`src/rtl/fpu_pkg.sv`:
```
// Shared floating-point constants and helpers for the fmul scheduler slice.
package fpu_pkg;
  localparam int         FP_W       = 32;
  localparam logic [7:0] FP_EXP_MAX = 8'hFF;
  localparam logic [31:0] FP_ZERO   = 32'h0;

  function automatic int req_id_w(input int n);
    return (n < 2) ? 1 : $clog2(n);
  endfunction
endpackage

```
`src/rtl/fmul_sched_if.sv`:
```
// Requester-side bus of the shared fmul scheduler: operand issue and product return.
interface fmul_sched_if
  import fpu_pkg::*;
#(
  parameter int NREQ = 4
);
  logic [NREQ-1:0]      req_valid;
  logic [NREQ*FP_W-1:0] req_x1;
  logic [NREQ*FP_W-1:0] req_x2;
  logic [NREQ-1:0]      req_ready;
  logic [NREQ-1:0]      resp_valid;
  logic [FP_W-1:0]      resp_y;
  logic                 resp_ovf;
  logic                 busy;

  modport master (
    output req_valid, req_x1, req_x2,
    input  req_ready, resp_valid, resp_y, resp_ovf, busy
  );

  modport slave (
    input  req_valid, req_x1, req_x2,
    output req_ready, resp_valid, resp_y, resp_ovf, busy
  );
endinterface

```
`src/rtl/fmul_sched_fmul.sv`:
```
// Truncating IEEE-754 single multiplier, NSTAGE clocks deep; ovf leaves one clock ahead of y.
module fmul_sched_fmul
  import fpu_pkg::*;
#(
  parameter int NSTAGE = 2
) (
  input  logic            clk,
  input  logic            rstn,
  input  logic [FP_W-1:0] i_x1,
  input  logic [FP_W-1:0] i_x2,
  output logic [FP_W-1:0] o_y,
  output logic            o_ovf
);

  // Returns {ovf, word}: saturates to infinity on overflow, flushes underflow to signed zero.
  function automatic logic [FP_W:0] fp_pack(input logic sgn, input logic signed [9:0] exp,
                                            input logic [22:0] frac);
    if (exp >= 10'sd255)    return {1'b1, sgn, FP_EXP_MAX, 23'b0};
    else if (exp <= 10'sd0) return {1'b0, sgn, 31'b0};
    else                    return {1'b0, sgn, exp[7:0], frac};
  endfunction

  logic [47:0]       w_prod;
  logic signed [9:0] w_exp;
  logic [22:0]       w_frac;
  logic              w_sgn;
  logic              w_zero;
  logic [FP_W:0]     w_res;
  logic              w_unused_lo;

  always_comb begin
    w_sgn  = i_x1[31] ^ i_x2[31];
    w_zero = (i_x1[30:23] == 8'h0) || (i_x2[30:23] == 8'h0);
    w_prod = {24'b0, 1'b1, i_x1[22:0]} * {24'b0, 1'b1, i_x2[22:0]};
    w_frac = w_prod[47] ? w_prod[46:24] : w_prod[45:23];
    w_exp  = $signed({2'b00, i_x1[30:23]}) + $signed({2'b00, i_x2[30:23]})
           + $signed({9'b0, w_prod[47]}) - 10'sd127;
    w_res  = w_zero ? {1'b0, w_sgn, 31'b0} : fp_pack(w_sgn, w_exp, w_frac);
  end

  assign w_unused_lo = |w_prod[22:0];

  // p0 .. pN-1: product pipeline
  logic [FP_W-1:0] r_y_p [NSTAGE];

  always_ff @(posedge clk) begin
    r_y_p[0] <= w_res[FP_W-1:0];
    for (int s = 1; s < NSTAGE; s++) r_y_p[s] <= r_y_p[s-1];
  end

  assign o_y = r_y_p[NSTAGE-1];

  if (NSTAGE == 1) begin : g_ovf_comb
    assign o_ovf = w_res[FP_W];
  end else begin : g_ovf_pipe
    logic [NSTAGE-2:0] r_ovf_p;
    always_ff @(posedge clk or negedge rstn) begin
      if (!rstn) begin
        r_ovf_p <= '0;
      end else begin
        r_ovf_p[0] <= w_res[FP_W];
        for (int s = 1; s < NSTAGE - 1; s++) r_ovf_p[s] <= r_ovf_p[s-1];
      end
    end
    assign o_ovf = r_ovf_p[NSTAGE-2];
  end

endmodule

```
`src/rtl/fmul_sched.sv`:
```
// Round-robin sharing of one pipelined fmul among NREQ requesters, with ID tracking for returns.
// Optional FMUL_SCHED_OVF_EN: exposes an exponent-overflow flag aligned with resp_valid.
module fmul_sched
  import fpu_pkg::*;
#(
  parameter int NREQ = 4,
  parameter int LAT  = 2
) (
  input  logic         clk,
  input  logic         rstn,
  fmul_sched_if.slave  bus
);

  localparam int IDW = req_id_w(NREQ);

  logic [IDW-1:0]  r_rr_ptr;
  logic [IDW-1:0]  w_gid;
  logic [NREQ-1:0] w_gnt;
  logic            w_fire;
  logic [FP_W-1:0] w_x1;
  logic [FP_W-1:0] w_x2;
  logic [FP_W-1:0] w_y;
  logic            w_ovf;

  // First valid requester at or above the pointer, wrapping, wins.
  always_comb begin
    w_gnt  = '0;
    w_gid  = '0;
    w_fire = 1'b0;
    for (int k = 0; k < NREQ; k++) begin
      if (!w_fire && bus.req_valid[(int'(r_rr_ptr) + k) % NREQ]) begin
        w_fire = 1'b1;
        w_gid  = IDW'((int'(r_rr_ptr) + k) % NREQ);
      end
    end
    if (!rstn) w_fire = 1'b0;
    if (w_fire) w_gnt[w_gid] = 1'b1;
  end

  assign bus.req_ready = w_gnt;
  assign w_x1 = w_fire ? bus.req_x1[w_gid*FP_W +: FP_W] : FP_ZERO;
  assign w_x2 = w_fire ? bus.req_x2[w_gid*FP_W +: FP_W] : FP_ZERO;

  always_ff @(posedge clk or negedge rstn) begin
    if (!rstn)       r_rr_ptr <= '0;
    else if (w_fire) r_rr_ptr <= (int'(w_gid) == NREQ - 1) ? '0 : w_gid + 1'b1;
  end

  fmul_sched_fmul #(.NSTAGE(LAT)) u_fmul (
    .clk   (clk),
    .rstn  (rstn),
    .i_x1  (w_x1),
    .i_x2  (w_x2),
    .o_y   (w_y),
    .o_ovf (w_ovf)
  );

  // p0 .. pLAT-1: grant tracking alongside the fmul pipeline
  logic [LAT-1:0] r_vld_p;
  logic [IDW-1:0] r_id_p [LAT];

  always_ff @(posedge clk or negedge rstn) begin
    if (!rstn) begin
      r_vld_p <= '0;
    end else begin
      r_vld_p[0] <= w_fire;
      for (int s = 1; s < LAT; s++) r_vld_p[s] <= r_vld_p[s-1];
    end
  end

  always_ff @(posedge clk) begin
    r_id_p[0] <= w_gid;
    for (int s = 1; s < LAT; s++) r_id_p[s] <= r_id_p[s-1];
  end

  logic [NREQ-1:0] w_resp_vld;

  always_comb begin
    w_resp_vld = '0;
    if (r_vld_p[LAT-1]) w_resp_vld[r_id_p[LAT-1]] = 1'b1;
  end

  assign bus.resp_valid = w_resp_vld;
  assign bus.resp_y     = r_vld_p[LAT-1] ? w_y : FP_ZERO;
  assign bus.busy       = |r_vld_p;

`ifdef FMUL_SCHED_OVF_EN
  logic r_ovf_al;
  always_ff @(posedge clk or negedge rstn) begin
    if (!rstn) r_ovf_al <= 1'b0;
    else       r_ovf_al <= w_ovf;
  end
  assign bus.resp_ovf = r_vld_p[LAT-1] & r_ovf_al;
`else
  logic w_unused_ovf;
  assign w_unused_ovf = w_ovf;
  assign bus.resp_ovf = 1'b0;
`endif

endmodule

```
`src/flat_wrapper.sv`:
```
// flat-port wrapper written by rule: the top's interface ports become plain ports
module fmul_sched_flat import fpu_pkg::*;
#(
  parameter int NREQ = 4,
  parameter int LAT  = 2
)
  (clk, rstn, bus_req_valid, bus_req_x1, bus_req_x2, bus_req_ready, bus_resp_valid, bus_resp_y, bus_resp_ovf, bus_busy);
  fmul_sched_if #(.NREQ(NREQ)) bus_i ();
  input  logic clk;
  input  logic rstn;
  input wire logic [$bits(bus_i.req_valid)-1:0] bus_req_valid;
  input wire logic [$bits(bus_i.req_x1)-1:0] bus_req_x1;
  input wire logic [$bits(bus_i.req_x2)-1:0] bus_req_x2;
  output wire logic [$bits(bus_i.req_ready)-1:0] bus_req_ready;
  output wire logic [$bits(bus_i.resp_valid)-1:0] bus_resp_valid;
  output wire logic [$bits(bus_i.resp_y)-1:0] bus_resp_y;
  output wire logic [$bits(bus_i.resp_ovf)-1:0] bus_resp_ovf;
  output wire logic [$bits(bus_i.busy)-1:0] bus_busy;
  assign bus_i.req_valid = bus_req_valid;
  assign bus_i.req_x1 = bus_req_x1;
  assign bus_i.req_x2 = bus_req_x2;
  assign bus_req_ready = bus_i.req_ready;
  assign bus_resp_valid = bus_i.resp_valid;
  assign bus_resp_y = bus_i.resp_y;
  assign bus_resp_ovf = bus_i.resp_ovf;
  assign bus_busy = bus_i.busy;
  fmul_sched #(.NREQ(NREQ), .LAT(LAT)) u_core (.clk(clk), .rstn(rstn), .bus(bus_i));
endmodule
```
`config.mk`:
```
export PLATFORM = sky130hd
export DESIGN_NAME = fmul_sched_flat
export DESIGN_NICKNAME = d
export VERILOG_FILES = /design/src/rtl/fpu_pkg.sv /design/src/rtl/fmul_sched_if.sv /design/src/rtl/fmul_sched_fmul.sv /design/src/rtl/fmul_sched.sv /design/src/flat_wrapper.sv
export SDC_FILE = /design/constraint.sdc
export NUM_CORES = 2
export LEC_CHECK = 0
export BUFFER_PORTS_ARGS = -buffer_cell sky130_fd_sc_hd__buf_2
export CORE_ASPECT_RATIO = 0.8
export CORE_MARGIN = 2
export CORE_UTILIZATION = 65
export CTS_CLUSTER_SIZE = 14
export DETAILED_ROUTE_END_ITERATION = 6
export PLACE_DENSITY = 0.95
export SYNTH_ARGS = -nofsm -noshare
export SYNTH_HDL_FRONTEND = slang
export SYNTH_HIERARCHICAL = 1
export SYNTH_SLANG_ARGS = --single-unit
export TNS_END_PERCENT = 100
```
`constraint.sdc`:
```
create_clock -name clk -period 30.4 [get_ports clk]
set_input_delay 4.56 -clock clk [delete_from_list [all_inputs] [get_ports clk]]
set_output_delay 4.56 -clock clk [all_outputs]
set_load 0.02 [all_outputs]
```
# Yosys cells after proc, flatten, opt, wreduce, memory -nomap -nowiden
# Memory sizes are Yosys's and may differ from the RTL's.
# Index checks and enable logic that the tools add are counted.
classes:
  div_mod_pow: 0
  n_mul: 1
  n_reduce_logical: 15
  order_cmp: 10
  n_bitwise: 4
  eq_ne: 1
  n_addsub: 7
  shifts: 2
  n_mux: 34
ops:
  columns: ["operator", "count"]
  rows:
  - ["128-bit by 8-bit indexed part select with 32-bit output", 2]
  - ["32-bit two-way mux", 3]
  - ["31-bit two-way mux", 3]
  - ["24-bit by 24-bit multiplier with 48-bit output", 1]
  - ["23-bit two-way mux", 1]
  - ["8-bit zero test", 2]
  - ["1-bit two-way mux", 14]
  - ["3-bit by 4-bit < comparator with 1-bit output (second input constant)", 3]
  - ["9-bit by 1-bit adder with 10-bit output", 1]
  - ["10-bit by 9-bit greater-or-equal comparator with 1-bit output (second input constant)", 1]
  - ["10-bit by 1-bit <= comparator with 1-bit output (second input constant)", 1]
  - ["2-bit two-way mux", 5]
  - ["10-bit by 8-bit subtractor with 10-bit output (second input constant)", 1]
  - ["8-bit by 8-bit adder with 9-bit output", 1]
  - ["2-bit by 3-bit < comparator with 1-bit output (second input constant)", 3]
  - ["1-bit binary-select mux with 2-bit select", 4]
  - ["4-bit two-way mux", 2]
  - ["2-bit OR reduction", 4]
  - ["1-bit logical AND", 5]
  - ["2-bit by 1-bit adder with 2-bit output (second input constant)", 2]
  - ["2-bit adder (second input constant)", 2]
  - ["1-bit demux with 2-bit select", 2]
  - ["2-bit by 1-bit greater-or-equal comparator with 1-bit output (second input constant)", 2]
  - ["1-bit AND (first input constant)", 3]
  - ["4 further kinds", 6]
word_totals:
  wordCells: 78
  memories: 2
  out_inout_bits: 42
  ram_bits: 68
  latch_bits: 0
  rom_bits: 0
  ff_bits: 4
  in_bits: 262
memory_table:
  columns: ["name", "words", "word_bits", "read_ports", "rd_clocked_by_memory_dff", "write_ports", "line", "text"]
  rows:
  - ["u_core.u_fmul.r_y_p", 2, 32, 2, 0, 2, "fmul_sched_fmul.sv:44", "logic [FP_W-1:0] r_y_p [NSTAGE];"]
  - ["u_core.r_id_p", 2, 2, 2, 0, 2, "fmul_sched.sv:60", "logic [IDW-1:0] r_id_p [LAT];"]

# Depth between registers and ports, before layout
logic_depth:
  ltp_word: 23
  depth_mapped: 46

# By module
# The synthesis kept the hierarchy.
by_module_without_submodules:
  columns: ["module", "cells_each", "instances", "seq_area_each_um2", "area_per_inst_um2"]
  rows:
  - ["fmul_sched_fmul", 2307, 1, 1306.3, 20915.1]
  - ["fmul_sched", 297, 1, 180.2, 2497.4]

# Worst setup path after synthesis
# OpenSTA, ideal clock, no wires.
synth_timing:
  path_type: "input -> register"
  from: "input port bus_req_valid[1]"
  to: "memory u_core.u_fmul.r_y_p[0][3]"
  cell_stages: 46
  arrival_ns: 14.354
  required_ns: 30.328
  n_path_buf: 6
  setup_slack_ns: 15.974
  setup_time_ns: 0.072
  cell_sequence: "nand2b_1 -> a21oi_1 -> a211o_1 -> buf_2 -> buf_6 -> buf_6 -> mux2i_1 -> o22ai_1 -> clkbuf_1 -> nand2_1 -> fa_1 -> inv_1 -> fa_1 -> inv_1 -> fa_1 -> inv_1 -> fa_1 -> inv_1 -> [10 not listed] -> a221oi_4 -> o21ai_0 -> o21bai_2 -> a211oi_1 -> xnor2_2 -> buf_6 -> ha_1 -> inv_1 -> ha_1 -> o211a_1 -> nand4_1 -> nor4_4 -> o2bb2ai_2 -> a211oi_4 -> nor3b_4 -> buf_2 -> o311ai_0 -> mux2i_1"
synth_rtl:
  columns: ["element", "line", "text"]
  rows:
  - ["start, declared", "flat_wrapper.sv:11", "input wire logic [$bits(bus_i.req_valid)-1:0] bus_req_valid;"]
  - ["end, declared", "fmul_sched_fmul.sv:44", null]

==> results.sh <==
export IMPL_outcome="complete, no violations"
export IMPL_final_fill_count=2512
export IMPL_worstPathArrival_ns=17.80
export IMPL_clock_path_buffers=2
export IMPL_firstDrtPassIters=7
export IMPL_root_buffer="clkbuf_16"
export IMPL_slew_headroom_pct=4.06
export IMPL_period_needed_ns=17.53
export IMPL_cts_max_level=3
export IMPL_wl_per_cell_um=22.4
export IMPL_grt_pass1_wl_um=116000
export IMPL_track_usage_pct=40.2
export IMPL_required_ns=30.67
export IMPL_worst_clock_skew_ns=0.00633
export IMPL_routed_via_density=6.05
export IMPL_wl_met1_um=26200
export IMPL_grt_setup_unrepaired="false"
export IMPL_cts_buffers=9
export IMPL_wl_met2_um=31800
export IMPL_endpoint_kind="register"
export IMPL_ant_nets=0
export IMPL_hold_viol=0
export IMPL_core_area_um2=35700
export IMPL_highest_layer="met5"
export IMPL_worstSetupStartpointType="input port"
export IMPL_cp_slowest_cell="o22ai_2"
export IMPL_io_buffers=302
export IMPL_yosysWarnings=6
export IMPL_initial_utilization_pct=65.5
export IMPL_worst_pin_slew_ns=1.44
export IMPL_insertion_delay_ns=0.34
export IMPL_finalSetupTns_ns=0
export IMPL_wl_um=73800
export IMPL_syn_area_um2=23400
export IMPL_die_h_um=174
export IMPL_cts_setup_buffers=0
export IMPL_antenna_found_initial=6
export IMPL_syn_avg_cell_area_um2=8.99
export IMPL_fp_dieW_um=216
export IMPL_critPathTopFamily="adder cells"
export IMPL_io_pins=304
export IMPL_finalCritPeriodShare_pct=57.7
export IMPL_multiInputGateArea_um2=19100
export IMPL_via_count=19900
export IMPL_drv_cap=0
export IMPL_rows=62
export IMPL_synthesis_nets=3525
export IMPL_drive_above_1_share_pct=14.6
export IMPL_place_hpwl_um=58900
export IMPL_nets=3727
export IMPL_syn_to_final_growth_pct=8.93
export IMPL_grt_pass1_vias=21500
export IMPL_path_class="in2reg"
export IMPL_wl_met3_um=12600
export IMPL_hold_class="reg2reg"
export IMPL_dieArea_um2=37500
export IMPL_drc=0
export IMPL_drv_slew=0
export IMPL_path_clk_slew_ns=0.06
export IMPL_max_stage_delay_ns=1.13
export IMPL_cpMostUsedCell="inv_1"
export IMPL_setup_viol_count_final=0
export IMPL_grt_max_degree=63
export IMPL_clock_sinks=72
export IMPL_drtIter0Drc=2314
export IMPL_cts_hold_buf=0
export IMPL_final_seq_area_um2=1460
export IMPL_cts_tree="yes"
export IMPL_gp_congestion=0.971
export IMPL_cts_resized_gates=0
export IMPL_synthCells=2602
export IMPL_fmax_ghz=0.0570
export IMPL_crit_buf_inv=10
export IMPL_cp_max_fo=53
export IMPL_overflow=0
==> area by class of cell <==
type                       instances  share of cell area [%]
clock buffer                      11                   0.992
clock inverter                     5                   0.152
tap                              480                    2.36
inverter                         579                    8.53
timing repair buffer             350                    7.35
sequential                        72                    5.74
multi-input combinational       1792                    74.8
antenna                            5                  0.0491
==> flip-flops by register name, summed over array words and instances (netlist names) <==
| name | count |
|---|---|
| u_core/r_rr_ptr | 2 |
| u_core/r_vld_p | 2 |
| u_core/u_fmul/r_y_p | 64 |
| u_core/r_id_p | 4 |
==> layout by cell type, fill, tap and decap left out, types with 8 or more instances in the layout <==
| master | count |
|---|---|
| mux2i_1 | 152 |
| o22ai_2 | 21 |
| o22ai_1 | 44 |
| and3_1 | 8 |
| clkbuf_16 | 9 |
| xor2_1 | 9 |
| inv_1 | 575 |
| buf_2 | 302 |
| nand3_1 | 15 |
| a21o_1 | 31 |
| nor3_1 | 12 |
| nor2_1 | 49 |
| nand2_1 | 326 |
| nand4_1 | 8 |
| ha_1 | 179 |
| buf_4 | 48 |
| and2_1 | 251 |
| fa_1 | 482 |
| xnor2_1 | 13 |
| a21oi_1 | 40 |
| dfxtp_1 | 68 |
| o21ai_0 | 29 |
| o21bai_1 | 8 |
| a211oi_1 | 10 |
==> stage by stage <==
| stage | hold WS (ns) | area (µm²) | util, % | std cells | setup WS [ns] |
|---|---|---|---|---|---|
| finish | 0.326 | 25500 | 71.4 | 3294 | 12.87 |
| global route | 0.327 | 25500 | 71.4 | 3292 | 12.38 |
| CTS | 0.326 | 25500 | 71.3 | 3289 | 13.23 |
| detailed placement | 0.312 | 25200 | 70.5 | 3273 | 12.96 |
| global placement | 0.312 | 25200 | 70.5 | 3273 | 13.35 |
| floorplan | 0.310 | 23400 | - | 2602 | 15.97 |
==> path summary, 6_finish.rpt <==
check / startpoint / endpoint / slack (ns) / cells past startpoint
setup / recovery: bus_req_valid[1] / u_core/u_fmul/r_y_p[0][5] / 12.87 / 42
hold / removal: u_core/u_fmul/r_y_p[0][13] / u_core/u_fmul/r_y_p[0][45] / 0.33 / 0
setup reg to reg: u_core/r_rr_ptr[0] / u_core/u_fmul/r_y_p[0][5] / 16.80 / 41
hold reg to reg: u_core/u_fmul/r_y_p[0][13] / u_core/u_fmul/r_y_p[0][45] / 0.33 / 0
max in group asynchronous: rstn / u_core/r_vld_p[0] / 26.22 / 1
min in group asynchronous: rstn / u_core/r_vld_p[1] / 4.03 / 1
==> routing by layer <==
metal / up-vias / global-route usage, %
li1: 8328 / -
met1: 9646 / 52.1
met2: 1656 / 59.7
met3: 293 / 17.5
met4: 2 / 14.8
met5: - / 2.05
Power is not shown: default switching activity piles up to over one toggle a cycle in this logic, so the estimate is an artifact.
